<file path="src/rtl/reverb_st2mm_pkg.sv">
// Shared constants for the stream-to-memory-mapped sample FIFO: register map,
// STATUS/CONTROL bit positions and the drop counter width.
package reverb_st2mm_pkg;

    localparam logic [1:0] ADDR_DATA    = 2'd0;
    localparam logic [1:0] ADDR_STATUS  = 2'd1;
    localparam logic [1:0] ADDR_CONTROL = 2'd2;
    localparam logic [1:0] ADDR_THRESH  = 2'd3;

    localparam int STAT_LEVEL_LSB = 0;
    localparam int STAT_LEVEL_W   = 16;
    localparam int STAT_EMPTY     = 16;
    localparam int STAT_FULL      = 17;
    localparam int STAT_IRQ       = 18;
    localparam int STAT_DROP_LSB  = 24;

    localparam int CTRL_IRQ_EN   = 0;
    localparam int CTRL_FLUSH    = 1;
    localparam int CTRL_CLR_DROP = 2;

    localparam int DROP_W = 8;

    // Saturating increment: sticks at all-ones instead of wrapping to zero.
    function automatic logic [DROP_W-1:0] sat_inc(input logic [DROP_W-1:0] v);
        return (&v) ? v : v + DROP_W'(1);
    endfunction

endpackage

</file>
<file path="src/rtl/reverb_st2mm_fifo_core.sv">
// Sample storage: 2^ADDR_W entry circular buffer with level, empty/full and flush.
// Latency: a push is visible (rd_dat, level) one cycle after its edge; rd_dat is the combinational head.
// Backpressure: push is ignored while full, pop while empty; flush clears and discards a same-cycle push.
module reverb_st2mm_fifo_core #(
    parameter int DATA_W = 32,
    parameter int ADDR_W = 5
) (
    input  logic              clock,
    input  logic              reset_n,
    input  logic              push,
    input  logic              pop,
    input  logic              flush,
    input  logic [DATA_W-1:0] wr_dat,
    output logic [DATA_W-1:0] rd_dat,
    output logic [ADDR_W:0]   level,
    output logic              empty,
    output logic              full
);

    localparam int              DEPTH     = 1 << ADDR_W;
    localparam logic [ADDR_W:0] DEPTH_LVL = (ADDR_W + 1)'(DEPTH);

    logic [DATA_W-1:0] mem [DEPTH];
    logic [ADDR_W-1:0] wr_ptr;
    logic [ADDR_W-1:0] rd_ptr;
    logic              do_push;
    logic              do_pop;

    assign empty   = (level == '0);
    assign full    = (level == DEPTH_LVL);
    assign do_push = push & ~full & ~flush;
    assign do_pop  = pop & ~empty & ~flush;
    assign rd_dat  = mem[rd_ptr];

    // Storage carries no reset; only pointers and level define what is valid.
    always_ff @(posedge clock) begin
        if (do_push) begin
            mem[wr_ptr] <= wr_dat;
        end
    end

    always_ff @(posedge clock or negedge reset_n) begin
        if (!reset_n) begin
            wr_ptr <= '0;
            rd_ptr <= '0;
            level  <= '0;
        end else if (flush) begin
            wr_ptr <= '0;
            rd_ptr <= '0;
            level  <= '0;
        end else begin
            if (do_push) begin
                wr_ptr <= wr_ptr + ADDR_W'(1);
            end
            if (do_pop) begin
                rd_ptr <= rd_ptr + ADDR_W'(1);
            end
            case ({do_push, do_pop})
                2'b10:   level <= level + (ADDR_W + 1)'(1);
                2'b01:   level <= level - (ADDR_W + 1)'(1);
                default: level <= level;
            endcase
        end
    end

    a_level_bound: assert property (@(posedge clock) disable iff (!reset_n) level <= DEPTH_LVL);

endmodule

</file>
<file path="src/rtl/reverb_st2mm_fifo.sv">
// Avalon-ST sink to Avalon-MM slave sample FIFO with status/control registers, drop counter and level IRQ.
// Latency: pushed sample readable one cycle after its edge; irq follows level by one more cycle.
// Backpressure: sink_ready drops when full; a DATA read on an empty FIFO holds waitrequest until a sample lands.
module reverb_st2mm_fifo
    import reverb_st2mm_pkg::*;
#(
    parameter int DATA_W    = 32,
    parameter int ADDR_W    = 5,
    parameter int IRQ_LEVEL = 16
) (
    input  logic              wrclock,
    input  logic              reset_n,
    input  logic [DATA_W-1:0] avalonst_sink_data,
    input  logic              avalonst_sink_valid,
    output logic              avalonst_sink_ready,
    input  logic [1:0]        avalonmm_slave_address,
    input  logic              avalonmm_slave_read,
    input  logic              avalonmm_slave_write,
    input  logic [31:0]       avalonmm_slave_writedata,
    output logic [31:0]       avalonmm_slave_readdata,
    output logic              avalonmm_slave_waitrequest,
    output logic              irq
);

    localparam logic [ADDR_W:0] THRESH_RST = (ADDR_W + 1)'(IRQ_LEVEL);

    logic [DATA_W-1:0] head_dat;
    logic [ADDR_W:0]   level;
    logic              empty;
    logic              full;
    logic              push;
    logic              pop;
    logic              rd_data_req;
    logic              wr_ctrl;
    logic              wr_thresh;
    logic              flush;
    logic              clr_drop;
    logic              drop_evt;
    logic              irq_en;
    logic [ADDR_W:0]   thresh;
    logic [DROP_W-1:0] drop_cnt;
    logic              irq_q;
    logic [31:0]       status_word;
    logic [31:0]       rd_mux;
    logic              unused_wdata;

    assign rd_data_req = avalonmm_slave_read & (avalonmm_slave_address == ADDR_DATA);
    assign wr_ctrl     = avalonmm_slave_write & (avalonmm_slave_address == ADDR_CONTROL);
    assign wr_thresh   = avalonmm_slave_write & (avalonmm_slave_address == ADDR_THRESH);
    assign flush       = wr_ctrl & avalonmm_slave_writedata[CTRL_FLUSH];
    assign clr_drop    = wr_ctrl & avalonmm_slave_writedata[CTRL_CLR_DROP];

    assign avalonst_sink_ready = reset_n & ~full;
    assign push                = avalonst_sink_valid & avalonst_sink_ready;
    assign drop_evt            = avalonst_sink_valid & ~avalonst_sink_ready;
    assign pop                 = rd_data_req & ~empty;

    // Stall is driven from the registered level only, so a same-cycle push never short-circuits it.
    assign avalonmm_slave_waitrequest = reset_n & rd_data_req & empty;

    assign irq          = irq_q;
    assign unused_wdata = ^avalonmm_slave_writedata[31:ADDR_W+1];

    reverb_st2mm_fifo_core #(
        .DATA_W (DATA_W),
        .ADDR_W (ADDR_W)
    ) u_core (
        .clock   (wrclock),
        .reset_n (reset_n),
        .push    (push),
        .pop     (pop),
        .flush   (flush),
        .wr_dat  (avalonst_sink_data),
        .rd_dat  (head_dat),
        .level   (level),
        .empty   (empty),
        .full    (full)
    );

    always_comb begin
        status_word = '0;
        status_word[STAT_LEVEL_LSB +: STAT_LEVEL_W] = STAT_LEVEL_W'(level);
        status_word[STAT_EMPTY]                     = empty;
        status_word[STAT_FULL]                      = full;
        status_word[STAT_IRQ]                       = irq_q;
        status_word[STAT_DROP_LSB +: DROP_W]        = drop_cnt;

        rd_mux = '0;
        case (avalonmm_slave_address)
            ADDR_DATA:    rd_mux = empty ? 32'h0 : 32'(head_dat);
            ADDR_STATUS:  rd_mux = status_word;
            ADDR_CONTROL: rd_mux[CTRL_IRQ_EN] = irq_en;
            default:      rd_mux = 32'(thresh);
        endcase
    end

    assign avalonmm_slave_readdata = (reset_n & avalonmm_slave_read) ? rd_mux : 32'h0;

    always_ff @(posedge wrclock or negedge reset_n) begin
        if (!reset_n) begin
            irq_en   <= 1'b0;
            thresh   <= THRESH_RST;
            drop_cnt <= '0;
            irq_q    <= 1'b0;
        end else begin
            if (wr_ctrl) begin
                irq_en <= avalonmm_slave_writedata[CTRL_IRQ_EN];
            end
            if (wr_thresh) begin
                thresh <= avalonmm_slave_writedata[ADDR_W:0];
            end
            // Clear takes priority over a drop seen in the same cycle.
            if (clr_drop) begin
                drop_cnt <= '0;
            end else if (drop_evt) begin
                drop_cnt <= sat_inc(drop_cnt);
            end
            irq_q <= irq_en & (level >= thresh);
        end
    end

endmodule

</file>
<file path="config.mk">
export PLATFORM = sky130hd
export DESIGN_NAME = reverb_st2mm_fifo
export DESIGN_NICKNAME = d
export VERILOG_FILES = /design/src/rtl/reverb_st2mm_pkg.sv /design/src/rtl/reverb_st2mm_fifo_core.sv /design/src/rtl/reverb_st2mm_fifo.sv
export SDC_FILE = /design/constraint.sdc
export NUM_CORES = 1
export LEC_CHECK = 0
export CORE_MARGIN = 2
export CORE_UTILIZATION = 61
export CTS_CLUSTER_DIAMETER = 150
export CTS_CLUSTER_SIZE = 25
export DETAILED_ROUTE_END_ITERATION = 12
export GPL_TIMING_DRIVEN = 0
export PLACE_DENSITY = 0.79
export SYNTH_ARGS = -nofsm -noshare
export SYNTH_HDL_FRONTEND = slang
export SYNTH_HIERARCHICAL = 1
export SYNTH_SLANG_ARGS = --single-unit
</file>
<file path="constraint.sdc">
create_clock -name wrclock -period 4.6 [get_ports wrclock]
set_input_delay 0.46 -clock wrclock [delete_from_list [all_inputs] [get_ports wrclock]]
set_output_delay 0.46 -clock wrclock [all_outputs]
set_load 0.03 [all_outputs]
</file>
; ---- Yosys cells after proc, flatten, opt, wreduce, memory -nomap -nowiden
; Memories as Yosys holds them, arrays and structs flattened.
; Index checks and enable logic that the tools add are counted.
[op_classes]
n_addsub = 5
n_lt_le_gt_ge = 1
eq_ne = 7
n_mux = 15
bitwise_logic = 21
n_reduce_logical = 8
[ops]
columns = op, n
row1 = one-hot mux 31 bit (3 select lines), 1
row2 = two-way mux 32 bit, 2
row3 = two-way mux 8 bit, 3
row4 = two-way mux 5 bit, 4
row5 = AND 1 bit, 17
row6 = one-hot mux 6 bit (2 select lines), 1
row7 = "adder 5 x 1 -> 5 bit, second input constant", 2
row8 = "adder 8 x 1 -> 8 bit, second input constant", 1
row9 = AND reduction 8 bit, 1
row10 = "adder 6 x 1 -> 6 bit, second input constant", 1
row11 = "== test 2 bit, second input constant", 3
row12 = "== test 6 bit, second input constant", 1
row13 = >= comparator 6 bit, 1
row14 = zero test 6 bit, 1
row15 = two-way mux 6 bit, 1
row16 = nonzero test 2 bit, 3
row17 = "subtractor 6 x 1 -> 6 bit, second input constant", 1
row18 = "== test 2 x 1 -> 1 bit, second input constant", 2
row19 = inverter 1 bit, 4
row20 = one-hot mux 1 bit (3 select lines), 1
row21 = nonzero test 3 bit, 1
row22 = zero test 2 bit, 1
row23 = two-way mux 1 bit, 2
row24 = "inequality test 2 bit, second input constant", 1
row25 = AND reduction 2 bit, 1
[totals]
regBits = 32
ram_bits = 1024
input_bits = 71
out_inout_bits = 35
elab_cells = 65
n_memories = 1
[mem_list]
columns = name, words, word_bits, rd, rd_ports_with_merged_regs, write_ports, line
row1 = u_core.mem, 32, 32, 1, 0, 1, reverb_st2mm_fifo_core.sv:23  ; logic [DATA_W-1:0] mem [DEPTH];

; ---- Logic depth before layout (Yosys ltp)
; Gate-level depths: netlist of the first run.
[logic_depth]
word_depth = 9
mapped_depth = 15
depth_no_buf = 15

; ---- Modules after synthesis
; The synthesis of the first run kept the hierarchy.
[modules_own_cells]
columns = mod, n_inst, cells_each, area_per_inst_um2, seq_area_each_um2
row1 = reverb_st2mm_fifo_core, 1, 1995, 40600.2, 31149.9
row2 = reverb_st2mm_fifo, 1, 143, 1301.2, 401.6

; ---- Worst setup path after synthesis of the first run
; Ideal clock, no wire load.
[synth_timing]
path_type = flip-flop to flip-flop
startpoint = register u_core.level[0]
endpoint = memory u_core.mem[29][0], enable pin
setup_ns = 0.421
t_arrival_ns = 3.413
t_required_ns = 4.179
path_slack_ns = 0.765
stages_incl_launch_ff = 11
n_path_buf = 0
synth_period_minus_slack_ns = 3.835
path_cell_list = dfrtp_1 > nor3_2 > nand2_1 > nor2_1 > nand2b_1 > inv_1 > and2_1 > o31ai_4 > nor2_1 > nand2_1 > nor2_1
[synth_between]
elab_chain_cells = 8
[synth_lines]
columns = element, line
row1 = "start, declared", reverb_st2mm_fifo_core.sv:15  ; output logic [ADDR_W:0] level,
row2 = "start signal, assigned", reverb_st2mm_fifo_core.sv:59  ; 2'b10: level <= level + (ADDR_W + 1)'(1);
row3 = "start signal, assigned", reverb_st2mm_fifo_core.sv:60  ; 2'b01: level <= level - (ADDR_W + 1)'(1);
row4 = "start signal, assigned", reverb_st2mm_fifo_core.sv:61  ; default: level <= level;
row5 = == test 6 bit, reverb_st2mm_fifo_core.sv:30  ; assign full = (level == DEPTH_LVL);
row6 = via full, reverb_st2mm_fifo.sv:30  ; logic full;
row7 = inverter 1 bit, reverb_st2mm_fifo.sv:53  ; assign avalonst_sink_ready = reset_n & ~full;
row8 = AND 1 bit, reverb_st2mm_fifo.sv:53
row9 = via avalonst_sink_ready, reverb_st2mm_fifo.sv:15  ; output logic avalonst_sink_ready,
row10 = AND 1 bit, reverb_st2mm_fifo.sv:54  ; assign push = avalonst_sink_valid & avalonst_sink_ready;
row11 = via push, reverb_st2mm_fifo.sv:31  ; logic push;
row12 = AND 1 bit (2 in a row), reverb_st2mm_fifo_core.sv:31  ; assign do_push = push & ~full & ~flush;
row13 = two-way mux 1 bit, reverb_st2mm_fifo_core.sv:37  ; if (do_push) begin
row14 = two-way mux 1 bit (implied by the code), reverb_st2mm_fifo_core.sv:38  ; mem[wr_ptr] <= wr_dat;
row15 = "end, declared", reverb_st2mm_fifo_core.sv:23
; The timed path passes the listed nets, and every way through them passes these cells.

; ---- Final worst setup path of the first run
[layout_timing]
startpoint = register u_core.rd_ptr[2]
endpoint = output port avalonmm_slave_readdata[27]
[layout_between]
elab_chain_cells = 4
[layout_lines]
columns = element, line
row1 = "start, declared", reverb_st2mm_fifo_core.sv:25  ; logic [ADDR_W-1:0] rd_ptr;
row2 = "start signal, assigned", reverb_st2mm_fifo_core.sv:56  ; rd_ptr <= rd_ptr + ADDR_W'(1);
row3 = memory (32 x 32 bit), -
row4 = via head_dat[27], reverb_st2mm_fifo.sv:27  ; logic [DATA_W-1:0] head_dat;
row5 = two-way mux 32 bit, reverb_st2mm_fifo.sv:90  ; ADDR_DATA: rd_mux = empty ? 32'h0 : 32'(head_dat);
row6 = one-hot mux 31 bit (3 select lines), reverb_st2mm_fifo.sv:89  ; case (avalonmm_slave_address)
row7 = two-way mux 32 bit, reverb_st2mm_fifo.sv:97  ; assign avalonmm_slave_readdata = (reset_n & avalonmm_slave_read) ? rd_mux : 32'h0;
row8 = "end, declared", reverb_st2mm_fifo.sv:20  ; output logic [31:0] avalonmm_slave_readdata,
; The timed path passes the listed nets, and every way through them passes these cells.

==> results of run 1 <==
## stage by stage
step | setup TNS, ns | hold slack, ns | worst slack (ns) | area, µm² | utilization, %
floorplan | 0 | 0.164 | 0.765 | 41900 | -
CTS | -0.0224 | 0.419 | -0.0224 | 46200 | 67.6
global placement | -2169.94 | 0.538 | -2.44 | 43800 | 64.1
global route | -0.0104 | 0.428 | -0.0104 | 46300 | 67.7
detailed placement | 0 | 0.539 | 0.318 | 44800 | 65.5
finish | -0.0904 | 0.443 | -0.0517 | 46300 | 67.7
## layout make-up
cell class,instances,area [µm²],area share [%]
antenna,1,2.50,0.00541
clock buffer,67,1290,2.79
tap,882,1100,2.38
inverter,18,67.6,0.146
timing repair buffer,114,1560,3.36
multi-input combinational,947,9950,21.5
sequential,1056,31600,68.2
clock inverter,3,37.5,0.0811
buffer,116,723,1.56
## repair_timing
item	CTS	global route
buffers inserted	0	2
resized for setup	16	24
pin swaps	0	2
hold buffers	1	0
hold endpoints to repair	31	0
setup endpoints to repair	12	10
## metal layers
| metal | share of wire [%] | track usage, % | vias to the layer above |
|---|---|---|---|
| met3 | 9.0 | 4.53 | 167 |
| li1 | - | - | 9038 |
| met4 | 3.6 | 10.0 | 2 |
| met1 | 38 | 38.6 | 11400 |
| met2 | 50 | 46.6 | 1256 |
| met5 | 0.013 | 0 | - |
## synth_stat cells (all sizes together) (6+ instances only)
| master | number | area share [%] |
|---|---|---|
| inv | 18 | 0.16 |
| xnor2 | 7 | 0.15 |
| ha | 16 | 0.48 |
| clkbuf | 27 | 0.25 |
| and2 | 19 | 0.28 |
| nand2 | 50 | 0.45 |
| dfrtp | 31 | 1.9 |
| nand3 | 8 | 0.096 |
| xor2 | 6 | 0.13 |
| and3 | 6 | 0.090 |
| mux2i | 327 | 7.8 |
| a211oi | 6 | 0.11 |
| buf | 90 | 1.4 |
| mux4 | 128 | 7.2 |
| mux2 | 8 | 0.22 |
| nor2 | 62 | 0.57 |
| a22oi | 44 | 0.79 |
| nor3 | 29 | 0.36 |
| o221ai | 32 | 0.67 |
| a22o | 62 | 1.3 |
| a31oi | 35 | 0.52 |
| edfxtp | 1024 | 73 |
| a21oi | 45 | 0.55 |
## state kept, by name, summed over array words and instances, names as in the netlist
register / cells
drop_cnt: 8
irq: 1
irq_en: 1
thresh: 6
u_core/level: 6
u_core/mem: 1024
u_core/rd_ptr: 5
u_core/wr_ptr: 5
## power breakdown
group	switching, mW	leakage, nW	internal, mW
logic	4.48	4.39	3.09
clock network	2.74	0.644	1.99
registers	0.182	9.62	10.8
## worst max-delay path, delay by kind of cell (launching register included)
kind,cells,cell delay [ns]
AND/OR/NAND/NOR,1,0.16
flip-flops,1,0.37
AO/OA/AOI/OAI,4,1.27
buffers and inverters,5,1.74
## logic make-up (layout without fill, tap and decap cells)
kind of cell	Yosys count	after routing	synth area share, %
XOR/XNOR	13	13	0.272
flip-flops	1056	1056	75.3
multiplexers	463	463	15.2
buffers and inverters	135	318	1.80
adder cells (fa/ha/maj)	17	17	0.526
AO/OA/AOI/OAI	247	247	4.43
other	0	1	0
AND/OR/NAND/NOR	207	207	2.48
## path summary, 6_finish.rpt
| path | startpoint | end | slack [ns] |
|---|---|---|---|
| setup / recovery | u_core/rd_ptr[2] | avalonmm_slave_readdata[27] | -0.05 |
| hold / removal | avalonmm_slave_writedata[5] | thresh[5] | 0.44 |
| setup reg to reg | u_core/level[0] | u_core/level[5] | 0.23 |
| hold reg to reg | thresh[1] | thresh[1] | 0.57 |
| max in group asynchronous | reset_n | drop_cnt[7] | 3.66 |
| min in group asynchronous | reset_n | u_core/wr_ptr[4] | 0.45 |
==> results_dict.tcl, run 1 <==
set metrics [dict create \
    cp.arrival_ns 4.19 \
    placementRows 96 \
    portBuffers 79 \
    dieHeight_um 266 \
    path_max_fanout 10 \
    dp.cells 3131 \
    clk_latency_ns 0.63 \
    drive_gt1_share_pct 15.1 \
    htreeDepth 2 \
    maxCapViolations 0 \
    nNetsFinal 2389 \
    period_needed_ns 4.65 \
    hold_viol_final 0 \
    ir_drop_uv 296 \
    hpwl_mm 65.4 \
    cp-start-kind "flip-flop" \
    powerDensity_mw_per_mm2 503 \
    final_common_cell "edfxtp_1" \
    drtIter0Drc 2460 \
    drt_wl_total_mm 98.9 \
    finalSetupViolCount 2 \
    power_mw 23.3 \
    status "finished, violations left" \
    instances_no_fill 3204 \
    worst_slack_ns -0.0517 \
    yosysUniqueCellTypes 64 \
    ant_nets 0 \
    yosysWarnings 6 \
    avgSynthCellArea_um2 19.6 \
    clock-sinks 1056 \
    critPathKind "reg2out" \
    wire_per_inst_um 30.9 \
    syn_to_final_growth_pct 10.5 \
    dieArea_mm2 0.0708 \
    vias 21800 \
    syn_nets 2226 \
    die_w_um 266 \
    clockBufferDepth 3 \
    synth_cells 2138 \
    grt_max_degree 35 \
    violations "setup timing" \
    clk_pin_slew_ns 0.10 \
    synth_area_mm2 0.0419 \
    async_flop_share_pct 3.03 \
    via_per_inst 6.81 \
    path_common_cell "buf_2" \
    track_usage_pct 28.2 \
    slew_viol_final 0 \
    finClkSkew_ns 0.0142 \
    cts-buffers-inserted 48 \
    slowest_delay_ns 0.59 \
    path_cells "buf_2 > nor2b_1 > buf_2 > buf_4 > buf_2 > a21oi_1 > a31oi_1 > o221ai_1 > a22o_1 > clkdlybuf4s50_1" \
    coreArea_mm2 0.0683 \
    slowest_stage "clkdlybuf4s50_1" \
    final_cell_mix "edfxtp_1 (1024), mux2i_1 (327), mux4_2 (96)" \
    drt_first_pass_iters 9 \
    finalCritPeriodShare_pct 101 \
    fmax_mhz 215 \
    yosysSeqAreaShare_pct 75.3 \
    cp.required_ns 4.14 \
    hold_path_class "in2reg" \
    whs_path_depth 2 \
    io_pins 106 \
    synth_edf_count 1024 \
    gp_congestion 0.863 \
    cp-end-kind "primary output" \
    tritoncts "built" \
    reg2reg_depth 15 \
    grt-ovfl-total 0 \
    max_slew_margin_pct 12.4 \
    fill_cells 4140 \
    grt_pass1_vias 21700 \
    grt_antenna_before_repair 1 \
    drc_errors 0 \
    grt_pass1_wl_mm 143 \
    power_leakage_nw 14.7 \
    tightest_slew_ns 1.31 \
    synth-seq-cells 1056 \
    root_buffer "clkbuf_16" \
    start_util_pct 61.3 \
    ys.flop_type "edfxtp_1" \
]
(Power assumes the default switching activity.)
==> run 2: changes to the inputs <==
CORE_UTILIZATION = 64   (was 61)
CTS_BUF_LIST = sky130_fd_sc_hd__clkbuf_4   (was not set)
PLACE_DENSITY = 0.82   (was 0.79)
==> run 2 against run 1 <==
Critical path depth is the same. Wire length fell by 0.13%. The run now ends clean. Sequential cell count did not move. Largest power group unchanged. Sequential share of layout area increased by 0.84 points. Setup slack better by 0.095 ns. Highest routed layer unchanged.
==> results_dict.tcl, run 2 (synthesized netlist as in run 1, its figures left out) <==
set metrics [dict create \
    nNetsFinal 2393 \
    reg.largest.list "u_core/mem x1024, drop_cnt x8" \
    drive_gt1_share_pct 17.6 \
    regMostFlops "u_core/mem" \
    rsz0062_at_grt "yes" \
    ant_nets 0 \
    dp.cells 3104 \
    use_met2_pct 48.6 \
    hold_path_class "in2reg" \
    multi_input_area_mm2 0.0102 \
    p_seq_share_pct 50.1 \
    start_util_pct 64.9 \
    coreArea_mm2 0.0646 \
    final_cell_mix "edfxtp_1 (1024), mux2i_1 (326), mux4_2 (96)" \
    seq_area_mm2 0.0316 \
    placementRows 93 \
    grt_antenna_before_repair 3 \
    drt_first_pass_iters 6 \
    p_switching_mw 7.27 \
    cp.arrival_ns 4.10 \
    p_clk_share_pct 14.6 \
    die_w_um 260 \
    root_buffer "clkbuf_4" \
    powerDensity_mw_per_mm2 481 \
    drtIter0Drc 3019 \
    tritoncts "built" \
    largest_reg_flops 1024 \
    fin_util_pct 70.8 \
    dieArea_mm2 0.0675 \
    hpwl_mm 65.0 \
    whs_path_depth 2 \
    portBuffers 79 \
    reg2reg_to "u_core/level[5]" \
    p_int_mw 14.7 \
    power_mw 22.0 \
    wire_per_inst_um 31.0 \
    reg2reg_depth 15 \
    switching_share_pct 33.0 \
    vias 22000 \
    place_ws_ns 0.253 \
    status "finished clean" \
    via_per_inst 6.91 \
    clock-sinks 1056 \
    cp-start-kind "flip-flop" \
    io_pins 106 \
    ir_drop_uv 257 \
    track_usage_pct 29.5 \
    placed_area_mm2 0.0447 \
    hold_path_end "thresh[5]" \
    r2r_start "u_core/level[1]" \
    worst_slack_ns 0.0432 \
    finClkSkew_ns 0.0471 \
    cts-buffers-inserted 48 \
    hold_viol_final 0 \
    cp-end-kind "primary output" \
    dieHeight_um 260 \
    busiest_layer "met2" \
    max_slew_margin_pct 18.0 \
    p_comb_share_pct 35.3 \
    rrSetupSlack_ns 0.41 \
    grt_pass1_wl_mm 144 \
    grt_use_met1_pct 40.6 \
    instances_no_fill 3181 \
    critPathKind "reg2out" \
    hold_ws_ns 0.118 \
    slew_viol_final 0 \
    period_needed_ns 4.56 \
    grt_max_degree 35 \
    finalSetupTns_ns 0 \
    tightest_slew_ns 1.23 \
    drt_wl_total_mm 98.7 \
    path_max_fanout 10 \
    finalCritPeriodShare_pct 99.1 \
    min_from "avalonmm_slave_writedata[5]" \
    fin_area_mm2 0.0457 \
    fmax_mhz 219 \
    fill_cells 3698 \
    syn_to_final_growth_pct 9.13 \
    grt_pass1_vias 22000 \
    drc_errors 0 \
    clockBufferDepth 3 \
    grt-ovfl-total 0 \
    gp_congestion 0.879 \
    cp.required_ns 4.14 \
    clk_latency_ns 0.93 \
    htreeDepth 2 \
    maxCapViolations 0 \
    finalSetupViolCount 0 \
    power_leakage_nw 14.5 \
    clk_pin_slew_ns 0.27 \
    use_met3_pct 4.59 \
    final_common_cell "edfxtp_1" \
]
## run 2: timing repair
| action | 4_1_cts | 5_1_grt |
|---|---|---|
| setup buffers | 2 | 0 |
| setup endpoints to repair | 32 | 25 |
| hold endpoints to repair | 32 | 2 |
| gates resized for setup | 87 | 40 |
| cloned | 0 | 0 |
| pin swaps | 8 | 4 |
| hold buffers | 1 | 3 |
## run 2: final cells by class
cell class	instances	area share [%]
clock buffers	68	1.12
well taps	855	2.34
clock inverters	1	0.0438
inverters	18	0.148
flip-flops and latches	1056	69.0
plain buffers	117	1.75
repair buffers	117	3.35
diodes	2	0.0109
multi-input cells	947	22.2
## run 2: worst max-delay path by stage
stage                             endpoint              from  slack, ns
6_report       avalonmm_slave_readdata[22]  u_core/rd_ptr[1]       0.04
5_1_grt        avalonmm_slave_readdata[22]  u_core/rd_ptr[1]     -0.001
4_1_cts        avalonmm_slave_readdata[20]  u_core/rd_ptr[0]      0.009
3_5_place_dp               u_core/level[5]   u_core/level[0]       0.25
3_3_place_gp            u_core/mem[28][14]           reset_n      -2.51
2_1_floorplan            u_core/mem[29][0]   u_core/level[0]       0.77
## run 2: layer usage
| metal | up-vias | part of all wire [%] | wire, µm |
|---|---|---|---|
| met5 | - | 0.034 | 34 |
| met4 | 6 | 4.0 | 3990 |
| met3 | 192 | 10 | 10200 |
| met2 | 1412 | 49 | 48300 |
| met1 | 11300 | 37 | 36200 |
| li1 | 9056 | - | - |
## run 2: power groups by stage
| stage | registers (mW) | clock network [mW] | logic, mW |
|---|---|---|---|
| after floorplan | 11.2 | 0 | 4.83 |
| after global placement | 11.2 | 0 | 6.91 |
| after detailed placement | 11.2 | 0 | 7.24 |
| after CTS | 11.0 | 3.25 | 7.57 |
| after global routing | 11.1 | 3.53 | 8.08 |
| final | 11.0 | 3.22 | 7.77 |
## run 2: critical path: stages, from the launching register on
cell	delay (ns)
dfrtp_1	0.48
clkbuf_4	0.25
buf_6	0.20
buf_4	0.28
mux2i_1	0.12
a22o_1	0.24
nor3_1	0.43
a31oi_2	0.19
o221ai_1	0.13
and2_1	0.16
clkdlybuf4s50_1	0.67
==> run 3: changes to the inputs <==
HOLD_SLACK_MARGIN = 0.02   (was not set)
==> run 3 against run 2 <==
Critical path depth unchanged. Via count about the same. Clock power about the same. Final cell count about the same. Setup slack better by 0.0041 ns. Hold slack worse by 0.0018 ns. Wire length up 0.19%. Combinational power about the same. Sequential power about the same. Critical endpoint unchanged.
==> results_dict.tcl, run 3 (synthesized netlist as in run 1, its figures left out) <==
set metrics [dict create \
    p_switching_mw 7.28 \
    hold_path_end "thresh[5]" \
    track_usage_pct 29.5 \
    drt_first_pass_iters 6 \
    critPathBufInv 4 \
    regMostFlops "u_core/mem" \
    vias 22000 \
    reg2reg_to "u_core/level[5]" \
    grt-ovfl-total 0 \
    hold_ws_ns 0.117 \
    path_cells "clkbuf_4 > buf_6 > buf_4 > mux2i_1 > a22o_1 > nor3_1 > a31oi_2 > o221ai_1 > and2_1 > clkdlybuf4s50_1" \
    fmax_mhz 220 \
    cts-buffers-inserted 48 \
    ir_drop_uv 258 \
    final_cell_mix "edfxtp_1 (1024), mux2i_1 (326), mux4_2 (96)" \
    drtIter0Drc 3111 \
    syn_to_final_growth_pct 9.13 \
    hpwl_mm 65.0 \
    ant_nets 0 \
    via_per_inst 6.91 \
    p_int_mw 14.7 \
    crit_start "u_core/rd_ptr[1]" \
    fin_util_pct 70.8 \
    dieArea_mm2 0.0675 \
    switching_share_pct 33.1 \
    grt_pass1_vias 22000 \
    rsz0062_at_grt "yes" \
    clockBufferDepth 3 \
    min_from "avalonmm_slave_writedata[5]" \
    fill_cells 3698 \
    placementRows 93 \
    p_comb_share_pct 35.3 \
    cp-end-kind "primary output" \
    status "finished clean" \
    coreArea_mm2 0.0646 \
    whs_path_depth 2 \
    crit_cells 10 \
    grt_antenna_before_repair 3 \
    slowest_delay_ns 0.67 \
    powerDensity_mw_per_mm2 482 \
    cp-start-kind "flip-flop" \
    portBuffers 79 \
    clk_pin_slew_ns 0.27 \
    htreeDepth 2 \
    drive_gt1_share_pct 17.6 \
    power_mw 22.0 \
    io_pins 106 \
    root_buffer "clkbuf_4" \
    clock-sinks 1056 \
    finalSetupViolCount 0 \
    hold_path_class "in2reg" \
    wire_per_inst_um 31.1 \
    cp.arrival_ns 4.09 \
    maxCapViolations 0 \
    hold_viol_final 0 \
    tritoncts "built" \
    largest_reg_flops 1024 \
    drt_wl_total_mm 98.9 \
    drc_errors 0 \
    path_max_fanout 10 \
    slew_viol_final 0 \
    dieHeight_um 260 \
    gp_congestion 0.879 \
    tightest_slew_ns 1.24 \
    max_slew_margin_pct 17.2 \
    grt_max_degree 35 \
    critPathKind "reg2out" \
    cp.required_ns 4.14 \
    cpLargestDelayFamily "buffers and inverters" \
    slowest_stage "clkdlybuf4s50_1" \
    die_w_um 260 \
    power_leakage_nw 14.5 \
    start_util_pct 64.9 \
    nNetsFinal 2392 \
    p_clk_share_pct 14.6 \
    r2r_start "u_core/level[1]" \
    p_seq_share_pct 50.1 \
    final_common_cell "edfxtp_1" \
    finalCritPeriodShare_pct 99.0 \
    rrSetupSlack_ns 0.41 \
    dp.cells 3104 \
    reg.largest.list "u_core/mem x1024, drop_cnt x8" \
    grt_pass1_wl_mm 144 \
    period_needed_ns 4.55 \
    finClkSkew_ns 0.0428 \
    reg2reg_depth 15 \
    instances_no_fill 3180 \
    clk_latency_ns 0.93 \
]
[run 3: final cells by class]
cell class / count / area (µm²) / share of cell area, %
Clock inverter: 1 / 20.0 / 0.0438
Inverter: 18 / 67.6 / 0.148
Multi-Input combinational cell: 947 / 10200 / 22.2
Antenna cell: 2 / 5.00 / 0.0109
Buffer: 117 / 801 / 1.75
Tap cell: 855 / 1070 / 2.34
Sequential cell: 1056 / 31600 / 69.0
Clock buffer: 68 / 510 / 1.12
Timing Repair Buffer: 116 / 1530 / 3.35
[run 3: power groups by stage]
stage,sequential (mW),clock (mW),combinational [mW]
final,11.0,3.22,7.78
after global routing,11.1,3.53,8.08
after CTS,11.0,3.25,7.57
after detailed placement,11.2,0,7.24
after global placement,11.2,0,6.91
after floorplan,11.2,0,4.83
[run 3: stage by stage]
step / setup TNS [ns] / worst slack [ns] / cell area (µm²)
floorplan: 0 / 0.765 / 41900
global placement: -2161.58 / -2.51 / 43800
detailed placement: 0 / 0.253 / 44700
CTS: 0 / 0.00850 / 45600
global route: -0.00101 / -0.00101 / 45700
finish: 0 / 0.0473 / 45700
[run 3: routing by layer]
metal	part of all wire, %	global-route usage (%)	vias up
met4	4.0	10.7	6
met3	10	4.59	207
li1	-	-	9060
met1	37	40.6	11300
met5	0.034	0	-
met2	49	48.6	1400
[run 3: worst max path at each step]
stage	to	slack, ns
after global placement	u_core/mem[28][14]	-2.51
final	avalonmm_slave_readdata[22]	0.05
after global routing	avalonmm_slave_readdata[22]	-0.001
after CTS	avalonmm_slave_readdata[20]	0.009
after floorplan	u_core/mem[29][0]	0.77
after detailed placement	u_core/level[5]	0.25
[run 3: what timing repair did]
| item | 4_1_cts | 5_1_grt |
|---|---|---|
| pin swaps | 8 | 4 |
| endpoints found under the setup margin | 32 | 25 |
| hold endpoints to repair | 32 | 28 |
| buffers inserted | 2 | 0 |
| resized for setup | 87 | 40 |
| hold buffers | 1 | 2 |
